### src/rtl/rgb_led_pkg.sv
`default_nettype none
// ============================================================================
// Module  : rgb_led_pkg
// Brief   : Shared types and defaults for the RGB LED PWM driver.
// Revision: 1.0 - initial release
// ============================================================================
package rgb_led_pkg;

  // One flag per colour.
  typedef struct packed {
    logic r;
    logic g;
    logic b;
  } rgb_t;

  // Channel identifiers.
  typedef enum logic [1:0] {
    CH_R = 2'd0,
    CH_G = 2'd1,
    CH_B = 2'd2
  } rgb_ch_e;

  // Default PWM counter width.
  localparam int RGB_CNT_W_DEF = 4;

endpackage
`default_nettype wire

### src/rtl/rgb_pwm_channel.sv
`default_nettype none
// ============================================================================
// Module  : rgb_pwm_channel
// Brief   : One LED channel. It synchronises the colour flag, latches the
//           enable at period boundaries, optionally fades the level, and
//           registers the PWM compare output.
//           Macro RGB_FADE_EN: when defined, the level ramps toward the
//           target by FADE_STEP per period.
// Revision: 1.0 - initial release
// ============================================================================
module rgb_pwm_channel
  import rgb_led_pkg::*;
#(
  parameter int CNT_W      = RGB_CNT_W_DEF,
  parameter bit ACTIVE_LOW = 1'b0,
  parameter int FADE_STEP  = 1
) (
  input  logic             clk,
  input  logic             rst_n,
  input  logic             flag_in,
  input  logic [CNT_W-1:0] cnt,
  input  logic             wrap,
  input  logic [CNT_W-1:0] duty_act,
  output logic             led
);

  logic             sync1;
  logic             sync2;
  logic             en;
  logic [CNT_W-1:0] tgt;
  logic [CNT_W-1:0] level;

  assign tgt = en ? duty_act : '0;

  // Two-flop synchroniser for the asynchronous colour flag.
  always_ff @(posedge clk or negedge rst_n) begin
    if (!rst_n) begin
      sync1 <= 1'b0;
      sync2 <= 1'b0;
    end else begin
      sync1 <= flag_in;
      sync2 <= sync1;
    end
  end

  // The enable changes only at the last count of a period, so no pulse is cut short.
  always_ff @(posedge clk or negedge rst_n) begin
    if (!rst_n)    en <= 1'b0;
    else if (wrap) en <= sync2;
  end

`ifdef RGB_FADE_EN
  localparam logic [CNT_W-1:0] STEP = CNT_W'(FADE_STEP);

  // Step the level toward the target once per period and stop exactly on the target.
  always_ff @(posedge clk or negedge rst_n) begin
    if (!rst_n) begin
      level <= '0;
    end else if (wrap) begin
      if (level < tgt)
        level <= ((tgt - level) > STEP) ? level + STEP : tgt;
      else if (level > tgt)
        level <= ((level - tgt) > STEP) ? level - STEP : tgt;
    end
  end
`else
  assign level = tgt;
`endif

  // Registered compare output. A level of MAX still leaves one off cycle per period.
  always_ff @(posedge clk or negedge rst_n) begin
    if (!rst_n) led <= ACTIVE_LOW;
    else        led <= (cnt < level) ^ ACTIVE_LOW;
  end

endmodule
`default_nettype wire

### src/rtl/rgb_led_pwm_driver.sv
`default_nettype none
// ============================================================================
// Module  : rgb_led_pwm_driver
// Brief   : Three-channel PWM LED driver fed by the RGB decoder flags. It
//           owns the shared period counter and the duty registers. Duty and
//           enable changes take effect only at period boundaries.
//           Macro RGB_FADE_EN: when defined, each channel fades its level.
// Revision: 1.0 - initial release
// ============================================================================
module rgb_led_pwm_driver
  import rgb_led_pkg::*;
#(
  parameter int CNT_W        = RGB_CNT_W_DEF,
  parameter int DUTY_DEFAULT = 8,
  parameter bit ACTIVE_LOW   = 1'b0,
  parameter int FADE_STEP    = 1
) (
  input  logic             clk,
  input  logic             rst_n,
  input  logic             red_in,
  input  logic             green_in,
  input  logic             blue_in,
  input  logic [CNT_W-1:0] duty_in,
  input  logic             duty_load,
  output logic             led_r,
  output logic             led_g,
  output logic             led_b,
  output logic             pwm_wrap
);

  localparam logic [CNT_W-1:0] CNT_MAX  = '1;
  localparam logic [CNT_W-1:0] DUTY_RST = CNT_W'(DUTY_DEFAULT);

  logic [CNT_W-1:0] cnt;
  logic [CNT_W-1:0] duty_pend;
  logic [CNT_W-1:0] duty_act;
  logic             wrap;
  rgb_t             flags;
  rgb_t             leds;

  assign wrap     = (cnt == CNT_MAX);
  assign pwm_wrap = wrap;
  assign flags    = '{r: red_in, g: green_in, b: blue_in};
  assign led_r    = leds.r;
  assign led_g    = leds.g;
  assign led_b    = leds.b;

  // Free-running period counter. It wraps from MAX back to 0 naturally.
  always_ff @(posedge clk or negedge rst_n) begin
    if (!rst_n) cnt <= '0;
    else        cnt <= cnt + 1'b1;
  end

  // A load always updates the pending duty. The active duty changes only at
  // the wrap, and a load in the wrap cycle goes straight through.
  always_ff @(posedge clk or negedge rst_n) begin
    if (!rst_n) begin
      duty_pend <= DUTY_RST;
      duty_act  <= DUTY_RST;
    end else begin
      if (duty_load)
        duty_pend <= duty_in;
      if (wrap)
        duty_act <= duty_load ? duty_in : duty_pend;
    end
  end

  rgb_pwm_channel #(
    .CNT_W      (CNT_W),
    .ACTIVE_LOW (ACTIVE_LOW),
    .FADE_STEP  (FADE_STEP)
  ) u_ch_r (
    .clk      (clk),
    .rst_n    (rst_n),
    .flag_in  (flags.r),
    .cnt      (cnt),
    .wrap     (wrap),
    .duty_act (duty_act),
    .led      (leds.r)
  );

  rgb_pwm_channel #(
    .CNT_W      (CNT_W),
    .ACTIVE_LOW (ACTIVE_LOW),
    .FADE_STEP  (FADE_STEP)
  ) u_ch_g (
    .clk      (clk),
    .rst_n    (rst_n),
    .flag_in  (flags.g),
    .cnt      (cnt),
    .wrap     (wrap),
    .duty_act (duty_act),
    .led      (leds.g)
  );

  rgb_pwm_channel #(
    .CNT_W      (CNT_W),
    .ACTIVE_LOW (ACTIVE_LOW),
    .FADE_STEP  (FADE_STEP)
  ) u_ch_b (
    .clk      (clk),
    .rst_n    (rst_n),
    .flag_in  (flags.b),
    .cnt      (cnt),
    .wrap     (wrap),
    .duty_act (duty_act),
    .led      (leds.b)
  );

endmodule
`default_nettype wire

### config.mk
export PLATFORM = sky130hd
export DESIGN_NAME = rgb_led_pwm_driver
export DESIGN_NICKNAME = d
export VERILOG_FILES = /design/src/rtl/rgb_led_pkg.sv /design/src/rtl/rgb_pwm_channel.sv /design/src/rtl/rgb_led_pwm_driver.sv
export SDC_FILE = /design/constraint.sdc
export NUM_CORES = 1
export LEC_CHECK = 0
export ABC_CLOCK_PERIOD_IN_PS = 1700
export BUFFER_PORTS_ARGS = -buffer_cell sky130_fd_sc_hd__buf_2
export CAP_MARGIN = 10
export CORE_MARGIN = 10
export CORE_UTILIZATION = 41
export DETAILED_ROUTE_END_ITERATION = 8
export GPL_TIMING_DRIVEN = 0
export PLACE_DENSITY = 0.7
export SLEW_MARGIN = 20
export SYNTH_ARGS = -nofsm -noshare
export SYNTH_HDL_FRONTEND = slang
export SYNTH_SLANG_ARGS = --single-unit
### constraint.sdc
create_clock -name clk -period 1.7 [get_ports clk]
set_input_delay 0.085 -clock clk [delete_from_list [all_inputs] [get_ports clk]]
set_output_delay 0.085 -clock clk [all_outputs]
set_load 0.05 [all_outputs]
# Word-level counts from Yosys, hierarchy flattened
# Cells that the tools add are included.
# Widths: inputs -> output; s select.
[word_totals]
regBits = 24
word_cells = 24
output_inout_bits = 4
[op_classes]
eq_ne = 1
mux = 4
addsub = 1
magnitude_cmp = 3
[ops]
columns = ["op", "count"]
rows = [
  ["$mux 4", 4],
  ["$lt 4x4->1", 3],
  ["$add 4x1->4 const B", 1],
  ["$eq 4x4->1 const B", 1],
]

# Longest topological paths before layout
[depth]
word_depth = 2
ltp_mapped = 5

# Modules after synthesis
# From an unflattened synthesis, not the netlist that was laid out.
[hier_totals]
hier_cells = 72
area_unflattened_um2 = 1031.0
[modules_own_cells]
columns = ["module", "area_per_inst_um2", "cells_each", "instances", "seq_area_each_um2"]
rows = [
  ["rgb_pwm_channel", 190.2, 15, 3, 100.1],
  ["rgb_led_pwm_driver", 460.4, 27, 1, 302.8],
]

# Least setup slack after synthesis
# No wires, ideal clock.
[synth_path]
path_kind = "reg-to-reg"
startpoint = "register cnt[0]"
endpoint = "register duty_act[0]"
t_required_ps = 1575
setup_slack_ps = 468
n_path_buf = 0
stages_incl_launch_ff = 4
period_less_slack_ps = 1232
arrival_ps = 1108
setup_time_ps = 125
cell_sequence = "dfrtp_1 ha_1 nand3_2 mux2_2"
[synth_via]
elab_chain_cells = 1
[synth_rtl]
columns = ["item", "line_no", "text"]
rows = [
  ["start, declared", "rgb_led_pwm_driver.sv:34", "logic [CNT_W-1:0] cnt;"],
  ["start signal, assigned", "rgb_led_pwm_driver.sv:51", "else cnt <= cnt + 1'b1;"],
  ["$eq 4x4->1", "rgb_led_pwm_driver.sv:41", "assign wrap = (cnt == CNT_MAX);"],
  ["end signal, assigned", "rgb_led_pwm_driver.sv:64", "duty_act <= duty_load ? duty_in : duty_pend;"],
  ["end, declared", "rgb_led_pwm_driver.sv:36", "logic [CNT_W-1:0] duty_act;"],
]
# Every way passes these cells.
# A chain may end at the register's enable or synchronous reset.

# Worst setup path after layout
[layout_path]
startpoint = "register cnt[0]"
endpoint = "output pwm_wrap"
[layout_via]
elab_chain_cells = 1
[layout_rtl]
columns = ["item", "line_no", "text"]
rows = [
  ["$eq 4x4->1", "rgb_led_pwm_driver.sv:41", ""],
  ["end, declared", "rgb_led_pwm_driver.sv:28", "output logic pwm_wrap"],
]
# Every way passes these cells.

==> results.py <==
metrics = {
    "place": {
        "postPlaceCellArea_mm2": 0.00111,
        "place_congestion": 0.765,
        "io_buffers": 13,
        "hpwl_um": 1300,
        "dp_cells": 113,
    },
    "yosys": {
        "synth.distinct_cells": 15,
        "yosysSeqAreaShare": 0.595,
        "yosys.cell_count.top_type": "dfrtp_1",
        "ys_warn_count": 0,
        "syn_nets": 92,
        "yosysTopAreaCell": "dfrtp_1",
        "netlist_instances": 72,
        "synth_area_leaders": "dfrtp_1, ha_1, mux2_2",
        "syn_area_mm2": 0.00101,
        "synth_edf_count": 0,
        "synth_seq_cells": 24,
        "synth_area_per_cell_um2": 14.1,
        "yosys-top-cells-count": "dfrtp_1, mux2_2, ha_1, nand2_1",
        "synth_ff_type": "dfrtp_1",
        "synth-async-reset-ratio": 1.00,
        "synth_top_area_frac": 0.543,
    },
    "critical_path": {
        "timing.rr.end": "duty_act[0]",
        "required_ns": 1.62,
        "reg2reg_slack_ns": 0.35,
        "arrival_ns": 1.50,
        "regToRegStartpoint": "cnt[0]",
        "worstRegToRegCells": 3,
        "critical_path_class": "flop to primary output",
        "crit_fanout": 8,
        "critPathLaunchType": "flop",
        "crit_path_end_kind": "primary output",
    },
    "sta": {
        "slew_viol_final": 0,
        "setup_tns_ns": 0,
        "fin_crit_sh": 0.934,
        "min_period_ns": 1.59,
        "setup_viol": 0,
        "maxSlewHeadroom": 0.659,
        "skew_ns": 0.00424,
        "worstMarginPinSlew_ns": 0.511,
        "fmax_ghz": 0.630,
        "hold_violations": 0,
    },
    "hold_path": {
        "hp-class": "input port to flop",
        "holdPathStages": 2,
        "min-delay-start": "duty_in[1]",
        "whs_endpoint": "duty_pend[1]",
    },
    "layout": {
        "finalNetCount": 114,
        "drive_gt1_frac": 0.344,
        "syn2layout_area_growth_pct": 17.4,
        "fin_area_mm2": 0.00119,
        "antenna_cells": 0,
        "final_cells": 121,
    },
    "power": {
        "ir_worst_vdd_v": 0.000596,
        "power_per_cell_area_mw_per_mm2": 851,
        "fin_total_pwr_w": 0.00101,
        "power_leakage_nw": 0.563,
    },
    "cts": {
        "h-tree-depth": 1,
        "cts_setup_buffers": 0,
        "clk_path_buf_depth": 2,
        "cts_made_buffers": 3,
        "cts_tree": "yes",
        "cts.clk_slew.worst_paths_ns": 0.12,
        "cts-root-buf": "clkbuf_4",
        "worstSkewPairLatency_ns": 0.31,
        "clkSinkCount": 24,
    },
    "drt": {
        "drt_iter0_markers": 9,
        "ant_nets": 0,
        "avgViaCountPerCell": 5.15,
        "drcViolationCount": 0,
        "drt-wirelength-per-cell_um": 14.0,
        "drt_pass1_iterations": 4,
        "num_vias": 623,
        "wl_um": 1700,
    },
    "grt": {
        "overflow": 0,
        "grt_pass1_wl_um": 2820,
        "track_usage": 0.0700,
        "grt_pass1_vias": 634,
        "antenna_found_initial": 0,
        "grt_max_degree": 25,
    },
    "floorplanning": {
        "core_mm2": 0.00228,
        "initial_core_util": 0.445,
        "fp.dieH_um": 69.7,
        "io_pins": 14,
        "die-area_mm2": 0.00486,
        "die_w_um": 69.7,
        "rows": 17,
    },
    "run": {
        "max-cap-violations": 0,
    },
    "outcome": {
        "status": "finished, final reports clean",
    },
}
==> cells by family (layout without fill, tap and decap cells) <==
logic type | after synthesis | count (layout) | share of synthesized area
DFF | 24 | 24 | 0.595
AOI/OAI and AO/OA | 9 | 9 | 0.0518
muxes | 11 | 11 | 0.122
and+or+nand+nor | 14 | 14 | 0.0827
buffers and inverters | 2 | 23 | 0.00741
xor gates and xnor gates | 2 | 2 | 0.0173
adders and majority gates | 10 | 10 | 0.123
==> flip-flops by register name, indices dropped and copies added (netlist names) <==
signal	cells
u_ch_r.en	1
u_ch_g.led	1
duty_pend	4
duty_act	4
u_ch_g.en	1
u_ch_b.led	1
u_ch_b.sync1	1
u_ch_g.sync2	1
cnt	4
u_ch_b.en	1
u_ch_r.sync2	1
u_ch_r.sync1	1
u_ch_b.sync2	1
u_ch_r.led	1
u_ch_g.sync1	1
==> placed cells by master (no fill, tap or decap) <==
master,n
dfrtp_1,22
buf_2,12
mux2_2,11
ha_1,10
nand2_1,9
dlygate4sd3_1,4
o21ai_0,3
o21bai_1,3
a21oi_1,3
clkbuf_4,3
inv_1,2
and4bb_2,2
dfstp_2,2
xor2_1,1
nand3_4,1
nor4bb_1,1
nand3_1,1
xnor2_1,1
clkbuf_1,1
buf_4,1
==> metal layers <==
metal,global-route usage,part of all wire,up-vias
li1,-,-,297
met4,0.0478,0.025,0
met2,0.116,0.52,15
met5,0,0,-
met3,0.0300,0.058,6
met1,0.0692,0.40,305
==> per-stage QoR <==
stage / hold slack (ns) / setup slack, ns / util
2_1_floorplan: -0.211 / 0.468 / -
5_1_grt: 0.0110 / -0.00984 / 0.523
3_3_place_gp: 0.0827 / 0.366 / 0.489
4_1_cts: 0.0158 / 0.0421 / 0.520
6_report: 0.0150 / 0.112 / 0.523
3_5_place_dp: 0.0940 / 0.329 / 0.489
==> where the power goes <==
group	switching [W]	leakage (nW)	internal [W]	total, W
combinational	0.0000742	0.268	0.0000520	0.000126
clock	0.000160	0.0150	0.0000916	0.000252
sequential	0.0000214	0.280	0.000613	0.000634
total	0.000256	0.563	0.000756	0.00101
==> how the worst max path moves through the flow <==
stage / start / endpoint / slack [ns] / cells past startpoint
CTS: cnt[1] / pwm_wrap / 0.04 / 4
finish: cnt[0] / pwm_wrap / 0.11 / 4
global route: cnt[1] / pwm_wrap / -0.01 / 4
detailed placement: cnt[0] / u_ch_g.en / 0.33 / 3
global placement: cnt[0] / duty_act[0] / 0.37 / 3
floorplan: cnt[0] / duty_act[0] / 0.47 / 3
==> final cells by class <==
class,count,area (um2)
Multi-Input combinational cell,46,410
Clock buffer,4,26.3
Tap cell,28,35.0
Sequential cell,24,603
Timing Repair Buffer,17,108
Fill cell,194,1090
Inverter,2,7.51
==> worst max-delay path: stages (launching register included) <==
cell and delay, ns:
dfrtp_1 0.47, ha_1 0.28, nand3_4 0.16, inv_1 0.09, buf_4 0.19
==> repair_timing <==
item | in CTS | in global routing
hold buffers | 4 | 0
hold endpoints to repair | 25 | 0
setup endpoints to repair | 1 | 1
pin swaps | 0 | 0
resized for setup | 1 | 1
Note: power is estimated with default switching activity, not from simulation.
